File: config.mk
export PLATFORM = sky130hd
export DESIGN_NAME = sdram_dmi_sched
export DESIGN_NICKNAME = d
export VERILOG_FILES = /design/src/rtl/sdram_dmi_sched.sv
export SDC_FILE = /design/constraint.sdc
export NUM_CORES = 1
export LEC_CHECK = 0
export CORE_AREA = 4 4 303 305
export CTS_BUF_LIST = sky130_fd_sc_hd__clkbuf_4
export CTS_CLUSTER_SIZE = 14
export DETAILED_ROUTE_END_ITERATION = 10
export DIE_AREA = 0 0 307 309
export GPL_TIMING_DRIVEN = 0
export PLACE_DENSITY_LB_ADDON = 0.2
export SLEW_MARGIN = 10
export SYNTH_ARGS = -nofsm -noshare
export SYNTH_HDL_FRONTEND = slang
export SYNTH_SLANG_ARGS = --single-unit
File: constraint.sdc
create_clock -name clock -period 21.3 [get_ports clock]
set_input_delay 2.13 -clock clock [delete_from_list [all_inputs] [get_ports clock]]
set_output_delay 2.13 -clock clock [all_outputs]
set_load 0.02 [all_outputs]
File: src/rtl/sdram_dmi_sched.sv
`default_nettype none
// ============================================================================
// Module  : sdram_dmi_sched
// Brief   : AXI4 slave to DDR DMI scheduler. Round-robin R/W arbitration and
//           one 256-bit DMI command per AXI burst. Optional read watchdog is
//           enabled by defining SDRAM_DMI_RD_TIMEOUT_EN.
// Revision: 1.0 - initial release
// ============================================================================
module sdram_dmi_sched #(
  parameter int AXI_ID_W   = 4,
  parameter int DMI_ADDR_W = 29,
  parameter int RD_TIMEOUT = 1023
) (
  input  logic                  clock,
  input  logic                  reset,
  input  logic                  in_awvalid,
  output logic                  in_awready,
  input  logic [31:0]           in_awaddr,
  input  logic [AXI_ID_W-1:0]   in_awid,
  input  logic [7:0]            in_awlen,
  input  logic [2:0]            in_awsize,
  input  logic [1:0]            in_awburst,
  input  logic                  in_wvalid,
  output logic                  in_wready,
  input  logic [31:0]           in_wdata,
  input  logic [3:0]            in_wstrb,
  input  logic                  in_wlast,
  output logic                  in_bvalid,
  input  logic                  in_bready,
  output logic [1:0]            in_bresp,
  output logic [AXI_ID_W-1:0]   in_bid,
  input  logic                  in_arvalid,
  output logic                  in_arready,
  input  logic [31:0]           in_araddr,
  input  logic [AXI_ID_W-1:0]   in_arid,
  input  logic [7:0]            in_arlen,
  input  logic [2:0]            in_arsize,
  input  logic [1:0]            in_arburst,
  output logic                  in_rvalid,
  input  logic                  in_rready,
  output logic [31:0]           in_rdata,
  output logic [1:0]            in_rresp,
  output logic                  in_rlast,
  output logic [AXI_ID_W-1:0]   in_rid,
  output logic [2:0]            dmi_cmd,
  output logic                  dmi_cmd_en,
  output logic [DMI_ADDR_W-1:0] dmi_addr,
  output logic [255:0]          dmi_wr_data,
  output logic                  dmi_wr_data_en,
  output logic                  dmi_wr_data_end,
  output logic [31:0]           dmi_wr_data_mask,
  input  logic                  dmi_init_calib_complete,
  input  logic                  dmi_cmd_ready,
  input  logic                  dmi_wr_data_rdy,
  input  logic [255:0]          dmi_rd_data,
  input  logic                  dmi_rd_data_valid
);

  typedef enum logic [3:0] {
    S_IDLE   = 4'd0,
    S_WDATA  = 4'd1,
    S_WCMD   = 4'd2,
    S_WDRAIN = 4'd3,
    S_WRESP  = 4'd4,
    S_RCMD   = 4'd5,
    S_RWAIT  = 4'd6,
    S_RBEAT  = 4'd7,
    S_RERR   = 4'd8
  } state_t;

  state_t                r_state, w_state_nxt;
  logic                  r_rr;      // 0: read wins a tie, 1: write wins
  logic [AXI_ID_W-1:0]   r_id;
  logic [7:0]            r_len;
  logic [7:0]            r_beat;
  logic [2:0]            r_lane0;
  logic                  r_err;
  logic [DMI_ADDR_W-1:0] r_addr;
  logic [255:0]          r_wdata;
  logic [31:0]           r_mask;
  logic [255:0]          r_rdbuf;

  logic                  w_grant, w_gnt_rd, w_legal, w_beat_last, w_wfire;
  logic [29:0]           w_sel_addr;
  logic [7:0]            w_sel_len;
  logic [2:0]            w_sel_size;
  logic [1:0]            w_sel_burst;
  logic [2:0]            w_lane;
  logic                  w_unused;

  // Reset is folded in so no READY can appear while reset is held.
  assign w_grant     = dmi_init_calib_complete && !reset && (in_arvalid || in_awvalid);
  assign w_gnt_rd    = in_arvalid && (!in_awvalid || !r_rr);
  assign w_sel_addr  = w_gnt_rd ? in_araddr[29:0] : in_awaddr[29:0];
  assign w_sel_len   = w_gnt_rd ? in_arlen   : in_awlen;
  assign w_sel_size  = w_gnt_rd ? in_arsize  : in_awsize;
  assign w_sel_burst = w_gnt_rd ? in_arburst : in_awburst;
  assign w_legal     = (w_sel_size == 3'd2) && (w_sel_burst == 2'b01) &&
                       (w_sel_addr[1:0] == 2'b00) &&
                       (({6'd0, w_sel_addr[4:2]} + {1'b0, w_sel_len}) <= 9'd7);
  assign w_beat_last = (r_beat == r_len);
  assign w_lane      = r_lane0 + r_beat[2:0];
  assign w_wfire     = dmi_cmd_ready && dmi_wr_data_rdy;

  assign dmi_wr_data      = r_wdata;
  assign dmi_wr_data_mask = r_mask;
  assign w_unused = ^{in_wlast, in_awaddr[31:30], in_araddr[31:30], RD_TIMEOUT[0]};

`ifdef SDRAM_DMI_RD_TIMEOUT_EN
  localparam int             TMO_W    = $clog2(RD_TIMEOUT + 1);
  localparam logic [TMO_W-1:0] TMO_LAST = TMO_W'(RD_TIMEOUT - 1);
  logic [TMO_W-1:0] r_tcnt;

  always_ff @(posedge clock or posedge reset) begin
    if (reset)                  r_tcnt <= '0;
    else if (r_state == S_RWAIT) r_tcnt <= r_tcnt + TMO_W'(1);
    else                        r_tcnt <= '0;
  end
`endif

  always_ff @(posedge clock or posedge reset) begin
    if (reset) r_state <= S_IDLE;
    else       r_state <= w_state_nxt;
  end

  always_comb begin
    w_state_nxt     = r_state;
    in_awready      = 1'b0;
    in_arready      = 1'b0;
    in_wready       = 1'b0;
    in_bvalid       = 1'b0;
    in_bresp        = 2'b00;
    in_bid          = '0;
    in_rvalid       = 1'b0;
    in_rdata        = '0;
    in_rresp        = 2'b00;
    in_rlast        = 1'b0;
    in_rid          = '0;
    dmi_cmd         = 3'b000;
    dmi_cmd_en      = 1'b0;
    dmi_addr        = '0;
    dmi_wr_data_en  = 1'b0;
    dmi_wr_data_end = 1'b0;
    unique case (r_state)
      S_IDLE: if (w_grant) begin
        in_arready = w_gnt_rd;
        in_awready = !w_gnt_rd;
        if (w_gnt_rd) w_state_nxt = w_legal ? S_RCMD  : S_RERR;
        else          w_state_nxt = w_legal ? S_WDATA : S_WDRAIN;
      end
      S_WDATA, S_WDRAIN: begin
        in_wready = 1'b1;
        if (in_wvalid && w_beat_last)
          w_state_nxt = (r_state == S_WDATA) ? S_WCMD : S_WRESP;
      end
      S_WCMD: begin
        dmi_addr        = r_addr;
        dmi_cmd_en      = w_wfire;
        dmi_wr_data_en  = w_wfire;
        dmi_wr_data_end = w_wfire;
        if (w_wfire) w_state_nxt = S_WRESP;
      end
      S_WRESP: begin
        in_bvalid = 1'b1;
        in_bid    = r_id;
        in_bresp  = r_err ? 2'b10 : 2'b00;
        if (in_bready) w_state_nxt = S_IDLE;
      end
      S_RCMD: begin
        dmi_cmd    = 3'b001;
        dmi_addr   = r_addr;
        dmi_cmd_en = dmi_cmd_ready;
        if (dmi_cmd_ready) w_state_nxt = S_RWAIT;
      end
      S_RWAIT: begin
        if (dmi_rd_data_valid) w_state_nxt = S_RBEAT;
`ifdef SDRAM_DMI_RD_TIMEOUT_EN
        else if (r_tcnt == TMO_LAST) w_state_nxt = S_RERR;
`endif
      end
      S_RBEAT, S_RERR: begin
        in_rvalid = 1'b1;
        in_rid    = r_id;
        in_rlast  = w_beat_last;
        if (r_state == S_RBEAT) in_rdata = r_rdbuf[{w_lane, 5'd0} +: 32];
        else                    in_rresp = 2'b10;
        if (in_rready && w_beat_last) w_state_nxt = S_IDLE;
      end
      default: w_state_nxt = S_IDLE;
    endcase
  end

  always_ff @(posedge clock or posedge reset) begin
    if (reset) begin
      r_rr    <= 1'b0;
      r_id    <= '0;
      r_len   <= '0;
      r_beat  <= '0;
      r_lane0 <= '0;
      r_err   <= 1'b0;
      r_addr  <= '0;
      r_wdata <= '0;
      r_mask  <= '0;
      r_rdbuf <= '0;
    end else begin
      unique case (r_state)
        S_IDLE: if (w_grant) begin
          r_rr    <= w_gnt_rd;
          r_id    <= w_gnt_rd ? in_arid : in_awid;
          r_len   <= w_sel_len;
          r_lane0 <= w_sel_addr[4:2];
          r_addr  <= DMI_ADDR_W'({w_sel_addr[29:5], 4'b0000});
          r_beat  <= '0;
          r_err   <= !w_legal;
          if (!w_gnt_rd) begin
            r_wdata <= '0;
            r_mask  <= '1;
          end
        end
        S_WDATA: if (in_wvalid) begin
          r_wdata[{w_lane, 5'd0} +: 32] <= in_wdata;
          for (int j = 0; j < 4; j++)
            if (in_wstrb[j]) r_mask[{w_lane, 2'(j)}] <= 1'b0;
          r_beat <= w_beat_last ? 8'd0 : r_beat + 8'd1;
        end
        S_WDRAIN: if (in_wvalid) r_beat <= w_beat_last ? 8'd0 : r_beat + 8'd1;
        S_RWAIT:  if (dmi_rd_data_valid) r_rdbuf <= dmi_rd_data;
        S_RBEAT, S_RERR: if (in_rready) r_beat <= w_beat_last ? 8'd0 : r_beat + 8'd1;
        default: ;
      endcase
    end
  end

endmodule
`default_nettype wire
==> results.sh <==
export IMPL_status="finished, final reports clean"
export IMPL_core_area_um2=89300
export IMPL_final_cell_mix="clkdlybuf4s50_1 (729), dfrtp_1 (598), mux2_2 (280)"
export IMPL_post_route_cell_area_um2=36700
export IMPL_clk_pin_slew_ns=0.07
export IMPL_multi_input_area_um2=9610
export IMPL_worstPathCellList="ha_1 > fa_1 > clkbuf_1 > clkbuf_1 > clkbuf_1 > o21ai_0 > a31oi_1 > a21oi_1 > nor2_1 > clkdlybuf4s50_1"
export IMPL_grt_setup_unrepaired="false"
export IMPL_wl_per_cell_um=26.7
export IMPL_hold_class="reg -> reg"
export IMPL_pwr_density_cell_nw_per_um2=144
export IMPL_synth_area_um2=25500
export IMPL_cts_buffers=169
export IMPL_cp_arrival_ns=5.60
export IMPL_placed_cell_area_um2=34500
export IMPL_synth_seq_cells=598
export IMPL_grt_start_max_net_pins=120
export IMPL_dp_slack_ns=14.38
export IMPL_antenna_found_initial=31
export IMPL_critical_path_max_stage_delay_ns=0.80
export IMPL_slew_violations=0
export IMPL_ir_drop_v=0.0000690
export IMPL_tightest_slew_ns=1.18
export IMPL_root_buffer="clkbuf_4"
export IMPL_relSlewSlack_pct=21.3
export IMPL_setup_ws_ns=13.57
export IMPL_die_h_um=309
export IMPL_firstDrtPassIters=7
export IMPL_std_cell_rows=110
export IMPL_drt_met1_wl_um=43700
export IMPL_routed_wl_met3_um=10500
export IMPL_worstSetupStartpoint="r_beat[0]$_DFFE_PP0P_"
export IMPL_cts_setup_buffers=0
export IMPL_max_freq_ghz=0.129
export IMPL_cts_max_level=4
export IMPL_io_buffers=729
export IMPL_switching_share_pct=41.5
export IMPL_r2r_start="r_beat[0]$_DFFE_PP0P_"
export IMPL_slowest_stage="clkbuf_1"
export IMPL_async_flop_share_pct=100
export IMPL_overflow=0
export IMPL_fin_crit_sh_pct=36.3
export IMPL_crit_top_cell="clkbuf_1"
export IMPL_critPathKind="reg -> out"
export IMPL_start_kind="register"
export IMPL_nNetsFinal=3421
export IMPL_dieArea_um2=94900
export IMPL_synthDistinctLibCells=58
export IMPL_dp_hpwl_um=87900
export IMPL_cp_required_ns=19.17
export IMPL_cts_tree="built"
export IMPL_finalHoldViolations=0
export IMPL_synth_top_area_cell="dfrtp_1"
export IMPL_pwr_share_clk_pct=20.6
export IMPL_power_sequential_fraction_pct=34.2
export IMPL_drt_wl_total_um=115000
export IMPL_yosys_area_top_type_share_pct=58.6
export IMPL_min_period_ns=7.73
export IMPL_grt_pass1_wl_um=162000
export IMPL_yosysSeqAreaShare_pct=58.6
export IMPL_p_comb_share_pct=45.2
export IMPL_clk_insertion_delay_late_ns=1.14
export IMPL_critPathCaptureType="output pin"
export IMPL_grt_pass1_vias=22800
export IMPL_final_common_cell="clkdlybuf4s50_1"
export IMPL_nFillCells=8608
export IMPL_ys_warnings_count=0
export IMPL_p_switching_w=0.00219
export IMPL_post_route_drc_count=0
export IMPL_ioPinCount=775
export IMPL_finalPower_w=0.00529
export IMPL_worst_path_stages=10
export IMPL_place_gp_congestion=0.876
export IMPL_holdPathStages=2
export IMPL_maxUsedRoutingLayer="met5"
export IMPL_die_width_um=307
export IMPL_antenna_left=0
export IMPL_cap_violations=0
export IMPL_crit_family="buffers and inverters"
export IMPL_synthTopCellsByArea="dfrtp_1 (59%), mux2_2 (12%), a22o_1 (4.2%), a32o_1 (3.8%), nand2_1 (3.7%)"
export IMPL_clk_path_buf_depth=3
export IMPL_postCtsHoldBufs=0
export IMPL_clock_skew_ns=0.100
export IMPL_critPathBufInv=4
export IMPL_avgSynthCellArea_um2=12.2
export IMPL_hp_start="dmi_wr_data[119]$_DFFE_PP0P_"
export IMPL_vias=21800
export IMPL_cts_resized=0
export IMPL_synth_edf_count=0
export IMPL_initial_core_util_pct=28.6
export IMPL_gr_usage_all_layers_pct=23.6
export IMPL_viasPerCell=5.04
export IMPL_tns_ns=0
export IMPL_synth_cells=2097
export IMPL_seq_area_um2=15000
export IMPL_rr_worst_depth=14
export IMPL_synthFlopType="dfrtp_1"
export IMPL_p_int_w=0.00309
export IMPL_area_growth_pct=43.8
export IMPL_met2_length_um=56800
export IMPL_finalSetupViolCount=0
export IMPL_drive_gt1_share_pct=22.2
export IMPL_drt_iter0_markers=1518
export IMPL_leakage_nw=15.9
export IMPL_critPathMaxFanout=10
export IMPL_clock_sinks=598
[layer usage]
layer,vias up,GRT usage [%]
met2,1021,40.6
met3,234,9.00
met1,11000,26.5
met4,24,9.66
met5,-,0
li1,9571,-
[cells in the mapped netlist (15+ instances only)]
library cell    n
nand3_1        21
nor3_1         26
a22o_1        123
mux2i_1        23
a21oi_1        35
a32o_1         97
a31oi_1        36
mux2_2        280
o22ai_1        31
and2_1         29
nand2_1       252
dfrtp_1       598
nor2_1         94
o221ai_1       30
buf_2          95
buf_4          15
clkbuf_1       83
o21ai_0        79
[cell families (layout without fill, tap and decap cells)]
kind of cell / count (synthesis) / after routing / synth area share (%)
simple gates: 483 / 483 / 8.50
fa+ha+maj: 9 / 9 / 0.500
buf+inv: 213 / 1233 / 3.82
xor+xnor: 9 / 9 / 0.368
compound gates: 473 / 473 / 14.2
flops: 598 / 598 / 58.6
other cells: 1 / 31 / 0.0147
mux: 311 / 311 / 14.0
[tightest hold or removal path: stages, from the launching register on]
cell and delay, ns:
dfrtp_1 0.34, nand2_1 0.05, o21ai_0 0.06
[power groups by stage]
stage	sequential (W)	combinational, W	clock, W
3_3_place_gp	0.00181	0.00238	0
2_1_floorplan	0.00194	0.00115	0
5_1_grt	0.00185	0.00255	0.00118
3_5_place_dp	0.00182	0.00241	0
6_report	0.00181	0.00239	0.00109
4_1_cts	0.00181	0.00242	0.00112
[final timing paths]
check	to	slack (ns)
min reg2reg	dmi_wr_data[119]$_DFFE_PP0P_	0.48
min	dmi_wr_data[119]$_DFFE_PP0P_	0.48
max reg2reg	dmi_wr_data[230]$_DFFE_PP0P_	15.72
max in group asynchronous	r_rdbuf[123]$_DFFE_PP0P_	18.13
max	in_rdata[27]	13.57
min in group asynchronous	r_addr[26]$_DFFE_PP0P_	1.44
[registers in the layout, summed over array words and instances, names as in the netlist]
name,flops
dmi_wr_data,256
dmi_wr_data_mask,32
r_addr,25
r_beat,8
r_err,1
r_id,4
r_lane0,3
r_len,8
r_rdbuf,256
r_rr,1
r_state,4
[area by class of cell]
class / instances / share of cell area (%)
flip-flops and latches: 598 / 40.8
multi-input cells: 1293 / 26.2
repair buffers: 735 / 20.3
clock buffers: 249 / 5.09
well taps: 1176 / 4.01
plain buffers: 203 / 2.56
clock inverters: 36 / 0.757
diodes: 23 / 0.157
inverters: 10 / 0.123
[stage by stage]
stage                     util [%]  hold slack (ns)  std cells
after CTS                     41.0            0.484       4300
after global placement        38.4            0.466       4009
after detailed placement      38.6            0.465       4015
final                         41.1            0.478       4323
after floorplan                  -            0.466       2104
after global routing          41.0            0.500       4311
Note: power is estimated with default switching activity, not from simulation.
